===== src/rtl/reorder_buffer.sv =====
`default_nettype none
// ============================================================================
//  Module   : reorder_buffer
//  Brief    : Circular in-order reorder buffer. Allocates tags at issue,
//             captures CDB results out of order, retires one entry per cycle
//             in program order (register commit, store release, flush).
//  Revision : 1.0 - initial release
// ============================================================================
module reorder_buffer #(
    parameter int ROB_WIDTH = 4
) (
    input  logic                 clk_in,
    input  logic                 rst_in,
    input  logic                 rdy_in,
    input  logic                 issue_signal,
    input  logic [1:0]           issue_type,
    input  logic [4:0]           issue_rd,
    input  logic                 issue_pred_taken,
    output logic [ROB_WIDTH-1:0] issue_tag,
    output logic                 rob_full,
    input  logic                 cdb_signal,
    input  logic [ROB_WIDTH-1:0] cdb_tag,
    input  logic [31:0]          cdb_value,
    input  logic                 cdb_taken,
    input  logic [31:0]          cdb_target,
    input  logic [ROB_WIDTH-1:0] query_tag_1,
    input  logic [ROB_WIDTH-1:0] query_tag_2,
    output logic                 query_ready_1,
    output logic                 query_ready_2,
    output logic [31:0]          query_value_1,
    output logic [31:0]          query_value_2,
    output logic                 rob_commit_signal,
    output logic [4:0]           commit_rd_id,
    output logic [ROB_WIDTH-1:0] commit_rd_tag,
    output logic [31:0]          commit_rd_value,
    output logic                 store_commit_signal,
    output logic                 clear_signal,
    output logic [31:0]          clear_pc
);

    localparam int                 c_DEPTH     = 1 << ROB_WIDTH;
    localparam logic [ROB_WIDTH:0] c_DEPTH_CNT = (ROB_WIDTH+1)'(c_DEPTH);
    localparam logic [1:0]         c_TYPE_BR   = 2'd1;
    localparam logic [1:0]         c_TYPE_ST   = 2'd2;

    // Control state (reset)
    logic [ROB_WIDTH-1:0] r_head;
    logic [ROB_WIDTH-1:0] r_tail;
    logic [ROB_WIDTH:0]   r_count;
    logic [c_DEPTH-1:0]   r_busy;
    logic [c_DEPTH-1:0]   r_ready;

    // Entry payload (no reset needed: only read once busy/ready are set)
    logic [1:0]           r_type   [c_DEPTH];
    logic [4:0]           r_rd     [c_DEPTH];
    logic                 r_pred   [c_DEPTH];
    logic                 r_taken  [c_DEPTH];
    logic [31:0]          r_value  [c_DEPTH];
    logic [31:0]          r_target [c_DEPTH];

    logic w_issue;
    logic w_cdb;
    logic w_commit;
    logic w_mispredict;

    assign issue_tag = r_tail;
    assign rob_full  = (r_count == c_DEPTH_CNT);

    // Nothing is accepted during the one flush cycle; the full flag is the
    // one sampled this cycle, so an issue coinciding with a retire while
    // full is still rejected.
    assign w_issue      = issue_signal && !rob_full && !clear_signal;
    assign w_cdb        = cdb_signal && r_busy[cdb_tag] && !clear_signal;
    assign w_commit     = !clear_signal && r_busy[r_head] && r_ready[r_head];
    assign w_mispredict = w_commit && (r_type[r_head] == c_TYPE_BR) &&
                          (r_taken[r_head] != r_pred[r_head]);

    // Pointers, occupancy flags and registered retire outputs
    always_ff @(posedge clk_in or posedge rst_in) begin
        if (rst_in) begin
            r_head              <= '0;
            r_tail              <= '0;
            r_count             <= '0;
            r_busy              <= '0;
            r_ready             <= '0;
            rob_commit_signal   <= 1'b0;
            commit_rd_id        <= '0;
            commit_rd_tag       <= '0;
            commit_rd_value     <= '0;
            store_commit_signal <= 1'b0;
            clear_signal        <= 1'b0;
            clear_pc            <= '0;
        end else if (rdy_in) begin
            rob_commit_signal   <= 1'b0;
            store_commit_signal <= 1'b0;
            clear_signal        <= 1'b0;
            if (w_mispredict) begin
                // Flush wipes every in-flight entry; this edge's issue/CDB are dropped
                r_head       <= '0;
                r_tail       <= '0;
                r_count      <= '0;
                r_busy       <= '0;
                r_ready      <= '0;
                clear_signal <= 1'b1;
                clear_pc     <= r_target[r_head];
            end else begin
                if (w_cdb) begin
                    r_ready[cdb_tag] <= 1'b1;
                end
                if (w_issue) begin
                    r_busy[r_tail]  <= 1'b1;
                    r_ready[r_tail] <= 1'b0;
                    r_tail          <= r_tail + ROB_WIDTH'(1);
                end
                if (w_commit) begin
                    r_busy[r_head]  <= 1'b0;
                    r_ready[r_head] <= 1'b0;
                    r_head          <= r_head + ROB_WIDTH'(1);
                    if (r_type[r_head] == c_TYPE_ST) begin
                        store_commit_signal <= 1'b1;
                    end else if (r_type[r_head] != c_TYPE_BR) begin
                        // Reserved type 3 retires as a register write
                        rob_commit_signal <= 1'b1;
                        commit_rd_id      <= r_rd[r_head];
                        commit_rd_tag     <= r_head;
                        commit_rd_value   <= r_value[r_head];
                    end
                end
                r_count <= r_count + (ROB_WIDTH+1)'(w_issue) - (ROB_WIDTH+1)'(w_commit);
            end
        end
    end

    // Entry payload capture at issue and at CDB writeback
    always_ff @(posedge clk_in) begin
        if (rdy_in && !w_mispredict) begin
            if (w_issue) begin
                r_type[r_tail] <= issue_type;
                r_rd[r_tail]   <= issue_rd;
                r_pred[r_tail] <= issue_pred_taken;
            end
            if (w_cdb) begin
                r_value[cdb_tag]  <= cdb_value;
                r_taken[cdb_tag]  <= cdb_taken;
                r_target[cdb_tag] <= cdb_target;
            end
        end
    end

    // Operand forwarding: a same-cycle CDB broadcast wins over stored values
    always_comb begin
        query_ready_1 = 1'b0;
        query_value_1 = '0;
        query_ready_2 = 1'b0;
        query_value_2 = '0;
        if (cdb_signal && (cdb_tag == query_tag_1)) begin
            query_ready_1 = 1'b1;
            query_value_1 = cdb_value;
        end else if (r_ready[query_tag_1]) begin
            query_ready_1 = 1'b1;
            query_value_1 = r_value[query_tag_1];
        end
        if (cdb_signal && (cdb_tag == query_tag_2)) begin
            query_ready_2 = 1'b1;
            query_value_2 = cdb_value;
        end else if (r_ready[query_tag_2]) begin
            query_ready_2 = 1'b1;
            query_value_2 = r_value[query_tag_2];
        end
    end

endmodule
`default_nettype wire


===== config.mk =====
export PLATFORM = sky130hd
export DESIGN_NAME = reorder_buffer
export DESIGN_NICKNAME = d
export VERILOG_FILES = /design/src/rtl/reorder_buffer.sv
export SDC_FILE = /design/constraint.sdc
export NUM_CORES = 2
export LEC_CHECK = 0
export BUFFER_PORTS_ARGS = -buffer_cell sky130_fd_sc_hd__buf_2
export CORE_ASPECT_RATIO = 0.75
export CORE_MARGIN = 2
export CORE_UTILIZATION = 54
export CTS_CLUSTER_SIZE = 30
export DETAILED_ROUTE_END_ITERATION = 6
export GPL_TIMING_DRIVEN = 0
export HOLD_SLACK_MARGIN = 0.1
export PLACE_DENSITY_LB_ADDON = 0.2
export SETUP_SLACK_MARGIN = 0.05
export SLEW_MARGIN = 10
export SYNTH_ARGS = -nofsm -noshare
export SYNTH_HDL_FRONTEND = slang
export SYNTH_SLANG_ARGS = --single-unit

===== constraint.sdc =====
create_clock -name clk_in -period 12.1 [get_ports clk_in]
set_clock_uncertainty 0.05 [all_clocks]
set_input_delay 2.42 -clock clk_in [delete_from_list [all_inputs] [get_ports clk_in]]
set_output_delay 2.42 -clock clk_in [all_outputs]
set_load 0.05 [all_outputs]

After elaboration in Yosys (flattened, before gate mapping)

Memory sizes are Yosys's and may differ from the RTL's. A register that Yosys moved wholly into a read port is not among the register bits.
Cells that the tools add are included.

Add/subtract/negate cells: 4
Multipliers: 0
Divide/modulo/power cells: 0
$lt $le $gt $ge: 8
Eq/ne operators: 7
Shift operators: 0
Mux-type cells: 56
Bitwise operators: 9
Reduce and logical (&&, ||, !) cells: 23

Operator list:

| kind                | count |
|---|---|
| $mux 16             | 13 |
| $mux 32             | 4 |
| $and 16x16->16      | 3 |
| $not 16->16         | 2 |
| $or 16x16->16       | 2 |
| $mux 1              | 26 |
| $lt 4x5->1 const B  | 5 |
| $bmux 1 s4          | 5 |
| $mux 4              | 4 |
| $logic_and 1x1->1   | 14 |
| $demux 1 s4         | 3 |
| $ge 4x1->1 const B  | 3 |
| $add 4x1->4 const B | 2 |
| $eq 4x4->1          | 2 |
| $reduce_and 2->1    | 3 |
| $add 5x1->5         | 1 |
| $eq 5x5->1 const B  | 1 |
| $mux 5              | 1 |
| $reduce_and 5->1    | 1 |
| $sub 5x1->5         | 1 |
| $reduce_bool 2->1   | 2 |
| $logic_not 1->1     | 3 |
| $eq 2x1->1 const B  | 1 |
| $eq 2x2->1 const B  | 1 |
| other kinds (3)     | 4 |

Flip-flop bits (word level): 52
Latch bits: 0
Bits in writable memories: 1168
ROM bits: 0
Input bits: 90
Output and inout bits: 147
Word-level logic and storage cells: 122
Memories: 6

Memories:

| name     | words | width | rd ports | clocked after Yosys merged registers in | write ports | line | text |
|---|---|---|---|---|---|---|---|
| r_target | 16    | 32    | 1        | 1                                       | 1           | 59   | `logic [31:0] r_target [c_DEPTH];` |
| r_value  | 16    | 32    | 3        | 1                                       | 1           | 58   | `logic [31:0] r_value [c_DEPTH];` |
| r_rd     | 16    | 5     | 1        | 1                                       | 1           | 55   | `logic [4:0] r_rd [c_DEPTH];` |
| r_type   | 16    | 2     | 1        | 0                                       | 1           | 54   | `logic [1:0] r_type [c_DEPTH];` |
| r_pred   | 16    | 1     | 1        | 0                                       | 1           | 56   | `logic r_pred [c_DEPTH];` |
| r_taken  | 16    | 1     | 1        | 0                                       | 1           | 57   | `logic r_taken [c_DEPTH];` |

Depth between registers and ports, before layout

Depth after elaboration: 15
Depth in mapped cells: 18

Least setup slack after synthesis

No wires, ideal clock.

Kind: input to register
Start: input port cdb_tag[1]
End: memory r_taken[2], enable pin
Library setup time: 0.568 ns
Arrival: 7.797 ns
Setup slack: 3.685 ns
Stages: 4
Path buffers: 1
Path through: clkbuf_1 > inv_1 > or3_1 > nor3_1

Longest elaborated chain between the ends: 7

Ends and longest elaborated chain:

| element                         | line | text |
|---|---|---|
| from (decl)                     | 22   | `input logic [ROB_WIDTH-1:0] cdb_tag,` |
| $bmux 1 s4                      | 73   | `assign w_cdb = cdb_signal && r_busy[cdb_tag] && !clear_signal;` |
| $mux 1 (implied by the code)    | 73   |  |
| $logic_and 1x1->1 (2 in series) | 73   |  |
| $mux 1                          | 142  | `if (w_cdb) begin` |
| $mux 1                          | 136  | `if (rdy_in && !w_mispredict) begin` |
| $mux 1 (implied by the code)    | 144  | `r_taken[cdb_tag] <= cdb_taken;` |
| to (decl)                       | 57   |  |

Several ways; a longest one is shown, not always the timed one. The select of a mux whose other input is x is not followed.

Final worst setup path

Start: input port query_tag_2[0]
End: output port query_value_2[18]

Longest elaborated chain between the ends: 4

Ends and longest elaborated chain:

| element                      | line | text |
|---|---|---|
| from (decl)                  | 27   | `input logic [ROB_WIDTH-1:0] query_tag_2,` |
| $bmux 1 s4                   | 166  | `end else if (r_ready[query_tag_2]) begin` |
| $mux 1 (implied by the code) | 166  |  |
| $mux 32                      | 166  |  |
| $mux 32 *                    | 163  | `if (cdb_signal && (cdb_tag == query_tag_2)) begin` |
| to (decl)                    | 31   | `output logic [31:0] query_value_2,` |

Mark *: on every way between the ends. The rest lies on a longest branch, timed or not. The select of a mux whose other input is x is not followed.

==> results.yml <==
clock_network:
  h-tree-depth: 4
  ctsRootBufferMaster: "clkbuf_16"
  cts_made_buffers: 131
  cts_resized: 0
  cts_tree: "yes"
  clockBufferDepth: 3
  insertion_delay_ns: 0.78
  cts.clk_slew.worst_paths_ns: 0.06
  cts.sink_count: 1289
  hold_buffers: 0
  post_cts_buffers: 0
yosys:
  syn_area_um2: 58800
  synth_xor_area_share_pct: 0.209
  yosysWarnings: 0
  synth-edff-count: 1168
  synth_top_family_by_area: "multiplexers"
  synth_cell_types: 58
  synth-simple-area-share_pct: 2.48
  synthMuxAreaShare_pct: 28.9
  async_flop_share_pct: 9.39
  synth_largest_area_cell: "edfxtp_1"
  synth_compound_area_share_pct: 1.57
  ys_top_cells_by_area: "edfxtp_1 60%, mux4_2 27%, dfrtp_1 5.2%, mux2_4 1.0%, nand2b_1 0.76%"
  synthFlopType: "edfxtp_1"
  syn-num-nets: 2905
  synth_cells: 2798
  synth.avg_cell_area_um2: 21.0
  synth.yosys.seq_area_share_pct: 64.8
  synth_top_area_share_pct: 59.7
  ys_ff_latch: 1289
  synthAdderAreaFrac_pct: 0.375
floorplanning:
  fp.dieH_um: 290
  die_area_um2: 112000
  initial_utilization_pct: 54.6
  fp.dieW_um: 385
  design.portCount: 237
  rows: 104
  core_um2: 108000
timing:
  rsz0062_at_grt: "no"
  slew_violations: 0
  period_share_pct: 78.5
  finalHoldViolations: 0
  tns_ns: 0
  worstMarginPinSlew_ns: 1.36
  worst_slack_ns: 2.60
  max_slew_margin_pct: 9.63
  setup_viol: 0
  finalCriticalPeriod_ns: 9.50
  fmax_mhz: 105
final_layout:
  syn2layout_area_growth_pct: 15.5
  fill_cells: 7272
  layout_common_cells: "1,168 x edfxtp_1, 703 x mux4_2, 265 x buf_2"
  fin_nets: 3379
  layout-drive-gt1-share_pct: 41.8
  final_common_cell: "edfxtp_1"
route:
  num_vias: 34900
  totalWireLength_um: 187000
  ant_nets: 0
  drt_iter0_drc: 5623
  wl_per_cell_um: 38.8
  drc: 0
  vias_per_cell: 7.24
  drtPass1Iterations: 6
place:
  place_ws_ns: 2.93
  place_hpwl_um: 127000
  port_buffers: 225
  place.gp.congestion: 0.934
setup_path:
  startpoint_type: "input port"
  path_buf_inv: 5
  ff2ff_setup_slack_ns: 4.89
  cp_num_cells: 9
  critPathRequiredTime_ns: 9.63
  crit_top_cell: "clkbuf_1"
  critPathTopFamily: "buffers and inverters"
  crit_type: "input port to output pin"
  worstPathCellList: "clkbuf_1 -> clkbuf_1 -> xor2_1 -> nor4_1 -> clkbuf_1 -> clkbuf_1 -> nand2_1 -> o21ai_0 -> buf_2"
  crit_path_top_delay_cell: "clkbuf_1"
  cp.arrival_ns: 7.03
  slowest_delay_ns: 0.93
  path_max_fanout: 10
  r2r_cells: 15
  critPathCaptureType: "output pin"
power:
  power.leakage_nw: 22.7
  p_per_area_nw_per_um2: 182
  ir_drop_uv: 159
hold_path:
  hold_path_class: "flop to flop"
  min_path_cells: 1
run_status:
  outcome: "completed"
grt:
  grt_use_met2_pct: 51.1
  grt_pass1_wl_um: 262000
  grt_use_met1_pct: 47.4
  track_usage_pct: 34.1
  grt_start_max_net_pins: 82
  top_usage_layer: "met2"
  grt_use_met3_pct: 10.4
  grt-ovfl-total: 0
  antenna_found_initial: 13
  grt_pass1_vias: 35100
run:
  maxCapViolCount: 0
power breakdown:
part | internal (mW) | leakage, nW | switching, mW
registers | 5.02 | 12.1 | 0.117
logic | 1.20 | 8.46 | 1.78
clock network | 2.43 | 2.16 | 1.79
metal layers:
layer | part of all wire (%) | wire (um)
met1 | 36 | 68300
met4 | 4.2 | 7950
met5 | 0.050 | 93
met2 | 46 | 85900
met3 | 13 | 24900
final timing paths:
path                                      from             endpoint
max                             query_tag_2[0]    query_value_2[18]
min                        store_commit_signal  store_commit_signal
max reg2reg                          r_head[1]       r_target[9][5]
min reg2reg                store_commit_signal  store_commit_signal
max in group asynchronous               rst_in  commit_rd_value[31]
min in group asynchronous               rst_in         clear_pc[26]
registers in the layout (all words and copies together) (netlist names):
name,cells
clear_pc,32
clear_signal,1
commit_rd_id,5
commit_rd_tag,4
commit_rd_value,32
issue_tag,4
r_busy,16
r_count,5
r_head,4
r_pred,16
r_rd,80
r_ready,16
r_taken,16
r_target,512
r_type,32
r_value,512
rob_commit_signal,1
store_commit_signal,1
synth_stat cells (2+ instances only):
library cell  count
edfxtp_1       1168
mux4_2          703
dfrtp_1         121
nand2_1         112
clkbuf_1        109
o21ai_0          73
nand2b_1         71
buf_1            58
nor2_1           44
mux2_4           40
a21oi_1          39
mux2_2           34
buf_2            30
nor3_1           27
inv_1            20
ha_1             16
nand3_1          10
o2bb2ai_1        10
xor2_1            9
mux2i_1           8
buf_4             7
a21o_1            6
a31oi_1           6
nor2b_1           6
o22ai_1           5
xnor2_1           5
a211oi_1          4
and3_1            4
buf_8             4
nand3b_1          4
or3_1             4
a22o_1            3
nor3b_1           3
a211o_1           2
a21boi_0          2
and4b_1           2
clkbuf_2          2
inv_2             2
mux2_1            2
mux4_1            2
nor4_1            2
o211a_1           2
o211ai_1          2
area by class of cell:
| class | instances | area, um^2 | share of cell area, % |
|---|---|---|---|
| Clock inverter | 69 | 856 | 1.26 |
| Tap cell | 1431 | 1790 | 2.64 |
| Buffer | 211 | 940 | 1.38 |
| Timing Repair Buffer | 341 | 2670 | 3.94 |
| Clock buffer | 175 | 3600 | 5.30 |
| Antenna cell | 5 | 12.5 | 0.0184 |
| Inverter | 23 | 93.8 | 0.138 |
| Multi-Input combinational cell | 1275 | 19800 | 29.2 |
| Sequential cell | 1289 | 38100 | 56.1 |
through the flow:
| step | utilization [%] | total power [mW] | hold WS (ns) | instances | area, um^2 |
|---|---|---|---|---|---|
| floorplan | - | 7.19 | 0.424 | 2798 | 58800 |
| global placement | 57.3 | 8.10 | 0.435 | 4454 | 61700 |
| detailed placement | 58.9 | 8.16 | 0.426 | 4568 | 63400 |
| CTS | 63.1 | 12.3 | 0.443 | 4812 | 67900 |
| global route | 63.1 | 12.7 | 0.460 | 4816 | 67900 |
| finish | 63.1 | 12.3 | 0.445 | 4819 | 67900 |
logic make-up (layout without fill, tap and decap cells):
family / after synthesis / after routing
xor+xnor: 14 / 14
other cells: 0 / 5
fa+ha+maj: 17 / 17
mux: 789 / 789
flops: 1289 / 1289
compound gates: 158 / 158
buf+inv: 234 / 819
simple gates: 297 / 297
Note: power is estimated with default switching activity, not from simulation.
